<file path="config.mk">
export PLATFORM = sky130hd
export DESIGN_NAME = seg7_scan_controller
export DESIGN_NICKNAME = d
export VERILOG_FILES = /design/src/rtl/seg7_scan_controller.sv
export SDC_FILE = /design/constraint.sdc
export NUM_CORES = 1
export LEC_CHECK = 0
export CAP_MARGIN = 20
export CORE_MARGIN = 1.5
export CORE_UTILIZATION = 45
export CTS_CLUSTER_DIAMETER = 100
export DETAILED_ROUTE_END_ITERATION = 10
export GPL_ROUTABILITY_DRIVEN = 0
export PLACE_DENSITY = 0.74
export SYNTH_ARGS = -nofsm -noshare
export SYNTH_HDL_FRONTEND = slang
export SYNTH_SLANG_ARGS = --single-unit
</file>
<file path="constraint.sdc">
create_clock -name clk -period 2.3 [get_ports clk]
set_clock_uncertainty 0.1 [all_clocks]
set_input_delay 0.23 -clock clk [delete_from_list [all_inputs] [get_ports clk]]
set_output_delay 0.23 -clock clk [all_outputs]
set_load 0.01 [all_outputs]
</file>
<file path="src/rtl/seg7_scan_controller.sv">
// Four-digit seven-segment sequencer: double-dabble binary-to-BCD converter plus a free-running anode scan.
// Optional feature macro: LEADING_ZERO_BLANK_EN (blanks leading zero digits during their scan slot).
module seg7_scan_controller #(
  parameter int REFRESH_DIV = 50000
) (
  input  logic        clk,
  input  logic        rst,
  input  logic [13:0] value,
  input  logic        load,
  output logic        busy,
  output logic        overflow,
  output logic [3:0]  data_digit1,
  output logic [3:0]  data_digit2,
  output logic [3:0]  data_digit3,
  output logic [3:0]  data_digit4,
  output logic [1:0]  refresh_counter,
  output logic [3:0]  anode_n
);

  typedef enum logic [1:0] {IDLE, CONVERT, UPDATE} state_t;

  state_t      r_state;
  state_t      w_nextState;
  logic [13:0] r_bin;
  logic [15:0] r_scratch;
  logic [3:0]  r_shiftCount;
  logic        r_ovfPending;
  logic        r_overflow;
  logic [3:0]  r_digit1;
  logic [3:0]  r_digit2;
  logic [3:0]  r_digit3;
  logic [3:0]  r_digit4;
  logic [15:0] r_prescale;
  logic [1:0]  r_refresh;
  logic [3:0]  r_anode;

  logic [13:0] w_clamped;
  logic [15:0] w_adjusted;
  logic        w_prescaleWrap;
  logic [1:0]  w_nextRefresh;
  logic [3:0]  w_nextAnode;

  always_ff @(posedge clk) begin
    if (rst) r_state <= IDLE;
    else     r_state <= w_nextState;
  end

  always_comb begin
    w_nextState = r_state;
    case (r_state)
      IDLE:    if (load) w_nextState = CONVERT;
      CONVERT: if (r_shiftCount == 4'd13) w_nextState = UPDATE;
      UPDATE:  w_nextState = IDLE;
      default: w_nextState = IDLE;
    endcase
  end

  assign w_clamped = (value > 14'd9999) ? 14'd9999 : value;

  // Add-3 correction on every nibble before the shift, so one shift step costs one cycle.
  always_comb begin
    w_adjusted = r_scratch;
    for (int i = 0; i < 4; i++) begin
      if (r_scratch[4*i +: 4] >= 4'd5) w_adjusted[4*i +: 4] = r_scratch[4*i +: 4] + 4'd3;
    end
  end

  always_ff @(posedge clk) begin
    if (rst) begin
      r_bin        <= '0;
      r_scratch    <= '0;
      r_shiftCount <= '0;
      r_ovfPending <= 1'b0;
      r_overflow   <= 1'b0;
      r_digit1     <= '0;
      r_digit2     <= '0;
      r_digit3     <= '0;
      r_digit4     <= '0;
    end else begin
      case (r_state)
        IDLE: begin
          if (load) begin
            r_bin        <= w_clamped;
            r_ovfPending <= (value > 14'd9999);
            r_scratch    <= '0;
            r_shiftCount <= '0;
          end
        end
        CONVERT: begin
          r_scratch    <= {w_adjusted[14:0], r_bin[13]};
          r_bin        <= {r_bin[12:0], 1'b0};
          r_shiftCount <= r_shiftCount + 4'd1;
        end
        UPDATE: begin
          r_digit1   <= r_scratch[3:0];
          r_digit2   <= r_scratch[7:4];
          r_digit3   <= r_scratch[11:8];
          r_digit4   <= r_scratch[15:12];
          r_overflow <= r_ovfPending;
        end
        default: ;
      endcase
    end
  end

  assign w_prescaleWrap = (r_prescale == 16'(REFRESH_DIV - 1));
  assign w_nextRefresh  = w_prescaleWrap ? r_refresh + 2'd1 : r_refresh;

`ifdef LEADING_ZERO_BLANK_EN
  logic [3:0] w_blank;
  assign w_blank[0] = 1'b0;
  assign w_blank[3] = (r_digit4 == 4'd0);
  assign w_blank[2] = w_blank[3] && (r_digit3 == 4'd0);
  assign w_blank[1] = w_blank[2] && (r_digit2 == 4'd0);
`endif

  // Anode pattern is computed for the slot the next edge lands in, keeping it aligned with refresh_counter.
  always_comb begin
    w_nextAnode = ~(4'b0001 << w_nextRefresh);
`ifdef LEADING_ZERO_BLANK_EN
    if (w_blank[w_nextRefresh]) w_nextAnode = 4'b1111;
`endif
  end

  always_ff @(posedge clk) begin
    if (rst) begin
      r_prescale <= '0;
      r_refresh  <= '0;
      r_anode    <= 4'b1110;
    end else begin
      r_prescale <= w_prescaleWrap ? 16'd0 : r_prescale + 16'd1;
      r_refresh  <= w_nextRefresh;
      r_anode    <= w_nextAnode;
    end
  end

  assign busy            = (r_state != IDLE);
  assign overflow        = r_overflow;
  assign data_digit1     = r_digit1;
  assign data_digit2     = r_digit2;
  assign data_digit3     = r_digit3;
  assign data_digit4     = r_digit4;
  assign refresh_counter = r_refresh;
  assign anode_n         = r_anode;

endmodule
</file>
Word level (Yosys, flattened, before mapping)
Index checks and enable logic that the tools add are counted.

Magnitude comparators: 5. Shift operators: 1. Add/subtract/negate cells: 7. Eq/ne operators: 6. Muxes and demuxes: 15. Reduce and logical (&&, ||, !) cells: 7. Bitwise logic cells: 1.

Operator list (number): $pmux 16 s2 (1); $mux 14 (2); $pmux 14 s2 (1); $add 16x1->16 const B (1); $eq 16x16->1 const B (1); $ge 4x3->1 const B (4); $mux 16 (1); $mux 4 (4); $gt 14x14->1 const B (1); $add 4x2->4 const B (3); $pmux 4 s2 (1); $mux 2 (3); $reduce_and 2->1 (3); $add 4x1->4 const B (1); $eq 4x4->1 const B (1); $ne 2x2->1 const B (2); $not 4->4 (1); $pmux 2 s2 (1); $reduce_bool 2->1 (2); $shl 1x2->4 const A (1); $add 3x2->3 const B (1); $mux 3 (1); $add 2x1->2 const B (1); $eq 2x1->1 const B (1); other kinds (3) (3).

Output and inout bits: 24. Logic and storage cells: 55. Flip-flop bits (word level): 76. Input port bits: 17.

Longest topological paths before layout
Gate-level depths: netlist (run 1).

Depth after elaboration: 4. Depth in mapped cells: 7. Depth with buffers taken out: 6.

Worst setup path before layout (run 1)
Ideal clock, no wire load.

Path kind: register -> register. From: register r_prescale[0]. To: register r_prescale[14]. Cell stages (with the launch flop): 8. Slack: 0.609 ns. Path buffers: 2. Required time: 2.085 ns. Period minus slack after synthesis: 1.691 ns. Arrival: 1.477 ns. Setup time: 0.115 ns. Cells stage by stage: dfxtp_1 ha_1 and3_1 nand4_1 nand2b_1 clkbuf_2 buf_6 nor2_1.

Word-level cells in the longest chain between the ends: 2. Elaborated cells between the ends (all ways): 3. Those cells by class: 1 x add/sub; 1 x eq/ne; 1 x reduce/logical.

Ends and longest elaborated chain: from (decl) (RTL line 33) `logic [15:0] r_prescale;`; from (signal assigned) (RTL line 131) `r_prescale <= w_prescaleWrap ? 16'd0 : r_prescale + 16'd1;`; branches (longest 2 deep; another with $add 16x1->16).

Parallel ways; which one is timed is not known. A chain may end at the register's enable or synchronous reset.

Final worst setup path (run 1)
From: register r_prescale[0]. To: register r_prescale[8].

Same word-level chain as after synthesis.

==> results of run 1 <==
-- how the worst max path moves through the flow --
stage                   from              to  slack (ns)  cells past startpoint
6_report       r_prescale[0]   r_prescale[8]        0.34                      6
5_1_grt        r_prescale[0]   r_prescale[8]        0.17                      6
4_1_cts        r_prescale[0]   r_prescale[8]        0.33                      6
3_5_place_dp            load    r_scratch[3]        0.32                      5
3_3_place_gp            load    r_scratch[3]        0.35                      5
2_1_floorplan  r_prescale[0]  r_prescale[14]        0.61                      7
-- state kept, by name, summed over array words and instances, names as in the netlist, 2 cells and up --
register         count
refresh_counter      2
data_digit1          4
data_digit3          4
data_digit2          4
r_bin               14
anode_n              4
r_shiftCount         4
data_digit4          4
r_scratch           16
r_prescale          16
r_state              2
-- per-stage QoR --
step	hold WS (ns)	power, uW	cell area (sq um)	std cells
6_report	0.357	2650	3990	515
3_5_place_dp	0.347	1570	3770	499
2_1_floorplan	0.292	1500	3270	373
5_1_grt	0.371	2750	3990	515
4_1_cts	0.357	2680	3990	515
3_3_place_gp	0.344	1570	3770	499
-- cells in the mapped netlist (2+ instances only) --
master and n:
a211oi_1 2, a21oi_1 28, a22o_1 4, a22oi_1 2, a31oi_1 9, a32o_1 4, buf_2 3, clkbuf_1 12
dfxtp_1 76, ha_1 11, inv_1 14, mux2i_1 5, nand2_1 57, nand2b_1 10, nand3_1 16, nand4_1 5
nor2_1 29, nor2b_1 3, nor3_1 9, nor4_1 5, o21ai_0 10, o22ai_1 5, o31ai_1 6, o32ai_1 3
or3_1 2, xnor2_1 16, xor2_1 6
-- power by group through the flow --
stage	logic [uW]	clock network, uW	registers, uW
global placement	173	0	1390
global route	198	1180	1370
finish	179	1110	1370
detailed placement	177	0	1400
floorplan	115	0	1390
CTS	179	1130	1370
-- layout make-up --
class / count / area share, %
inverter: 14 / 1.32
clock buffer: 12 / 3.64
clock inverter: 4 / 1.82
tap: 96 / 3.01
multi-input combinational: 265 / 40.5
timing repair buffer: 48 / 11.6
sequential: 76 / 38.2
-- routing by layer --
| layer | vias to the layer above | share of wire [%] | track usage, % |
|---|---|---|---|
| met4 | 0 | 0.94 | 5.82 |
| met5 | - | 0 | 0 |
| met1 | 1259 | 50 | 24.0 |
| li1 | 1382 | - | - |
| met3 | 7 | 3.1 | 4.76 |
| met2 | 38 | 46 | 30.2 |
-- cells by family (layout without fill, tap and decap cells) --
logic type / count (synthesis) / after routing / synth area share [%]
AO/OA/AOI/OAI: 78 / 78 / 15.1
adder cells (fa/ha/maj): 11 / 11 / 4.21
buffers and inverters: 32 / 78 / 4.17
AND/OR/NAND/NOR: 148 / 148 / 22.2
multiplexers: 6 / 6 / 1.87
flip-flops: 76 / 76 / 46.5
XOR/XNOR: 22 / 22 / 5.89
-- critical path: stages (launching register included) --
cell and delay (ns):
dfxtp_1 0.39, ha_1 0.23, and3_1 0.24, nand4_1 0.29
nand2b_1 0.31, buf_4 0.23, nor2_1 0.07
==> results.cfg, run 1 <==
[status]
outcome = finished clean

[flow_run]
drv.max_cap_violation_count = 0

[finish]
layout.cells.most_common = dfxtp_1
mostFrequentLayoutCells = dfxtp_1 (76), nand2_1 (57), clkdlybuf4s50_1 (40)
final_core_util_pct = 57.7
final_net_count = 442
multi_input_area_sq_um = 1610
n_fill_cell = 639
number_of_antenna_cells_inserted = 0
layout_cells_sized_above_1_pct = 7.88
layout-area-overhead-vs-synth_pct = 21.8
regArea_sq_um = 1520

[power_and_ir_drop]
switching_share_pct = 22.2
combinationalPowerShare_pct = 6.8
cell_internal_pwr_uw = 2060
power-per-cell-area_nw_per_um2 = 665
power_frac_clock_pct = 41.7
power_switching_uw = 589
peakVddDrop_uv = 375
power_leakage_uw = 0.00138
power_frac_seq_pct = 51.5

[synthesis]
post-synth-top-area-fraction_pct = 46.5
synth_cell_type_count = 48
synthFlopType = dfxtp_1
leading_cell_types_by_total_area_after_synthesis = dfxtp_1 (47%), nand2_1 (6.5%), a21oi_1 (4.3%), xnor2_1 (4.3%), ha_1 (4.2%)
synth_nets = 401
mappedNetlistArea_sq_um = 3270
syn_avg_cell_area_sq_um = 8.77
synth.ff_latch_count = 76
synth_cells = 373
synth_sequential_area_ratio_pct = 46.5
edff_count_synth = 0
synth_area_leader_cell = dfxtp_1
synthesis.yosys.warnings = 0
synth-async-reset-ratio_pct = 0

[sta]
portion_of_the_clock_cycle_consumed_by_the_worst_path_in_the_final_layout_pct = 85.3
slew_headroom_pct = 60.3
totalNegativeSetupSlack_ns = 0
timing.final.max_slew_violations = 0
fin_crit_ns = 1.96
rsz0062_at_grt = no
finalHoldViolations = 0
setup_ws_ns = 0.338
timing_worst_slew_pin_value_ns = 0.593
final-setup-viol-count = 0
max_clock_freq_mhz = 510

[route]
wl_per_cell_microns = 13.2
num_vias = 2686
drc = 0
number_of_optimization_iterations_in_the_first_detailed_route_pass = 4
wl_microns = 6780
drt_iter0_markers = 82
antenna_left = 0
routed_via_density = 5.22

[cts]
cts_root_buffer = clkbuf_8
cts_made_buffers = 9
cts_htree_levels = 3
cts.repair_timing.setup_buffer_count = 0
cts.sink_count = 76
clk_pin_slew_worst_paths_ns = 0.08
cts_hold_buffers = 0
cts_resized = 0
clk-insertion-delay-late_ns = 0.34
cts_max_path_buffers = 2
tritoncts = built

[global_routing]
first_global_vias = 2512
grt_use_total_pct = 18.5
grt_start_max_net_pins = 22
grt_first_pass_wirelength_microns = 11200
grt_overflow_total = 0
antenna_found_initial = 0

[placement]
detailed_place_hpwl_microns = 4840
dp_slack_ns = 0.323
buffer_ports.inserted = 40

[setup_path]
worst_ep_required_time_ns = 2.43
worst-path-max-fanout = 11
rrSetupSlack_ns = 0.34
worst-setup-path-type = flip-flop to flip-flop
cp-end-kind = flip-flop
worst-r2r-cell-count = 6
cp_data_arrival_time_ns = 2.10
cp-start-kind = flip-flop
r2r_start = r_prescale[0]
crit-reg2reg-capture = r_prescale[8]

[worst_hold_path]
hp-class = flip-flop to flip-flop
holdPathEnd = data_digit1[3]
worst_hold_startpoint = data_digit1[3]
min_delay_path_depth = 2

[floorplan]
floorplan.io_pins = 41
core.rowCount = 30
design.core.area_sq_um = 6910
start_util_pct = 47.4
die_area_sq_um = 7790
die_h_microns = 88.3
die_width_microns = 88.3
(Power assumes the default switching activity.)
==> run 2: changes to the inputs <==
--- a/config.mk
+++ b/config.mk
@@ -5,6 +5,7 @@
 export SDC_FILE = /design/constraint.sdc
 export NUM_CORES = 1
 export LEC_CHECK = 0
+export ABC_CLOCK_PERIOD_IN_PS = 2300
 export CAP_MARGIN = 20
 export CORE_MARGIN = 1.5
 export CORE_UTILIZATION = 45
==> results of run 2 <==
The final DEF is identical to that of run 1; final timing and power are the same.
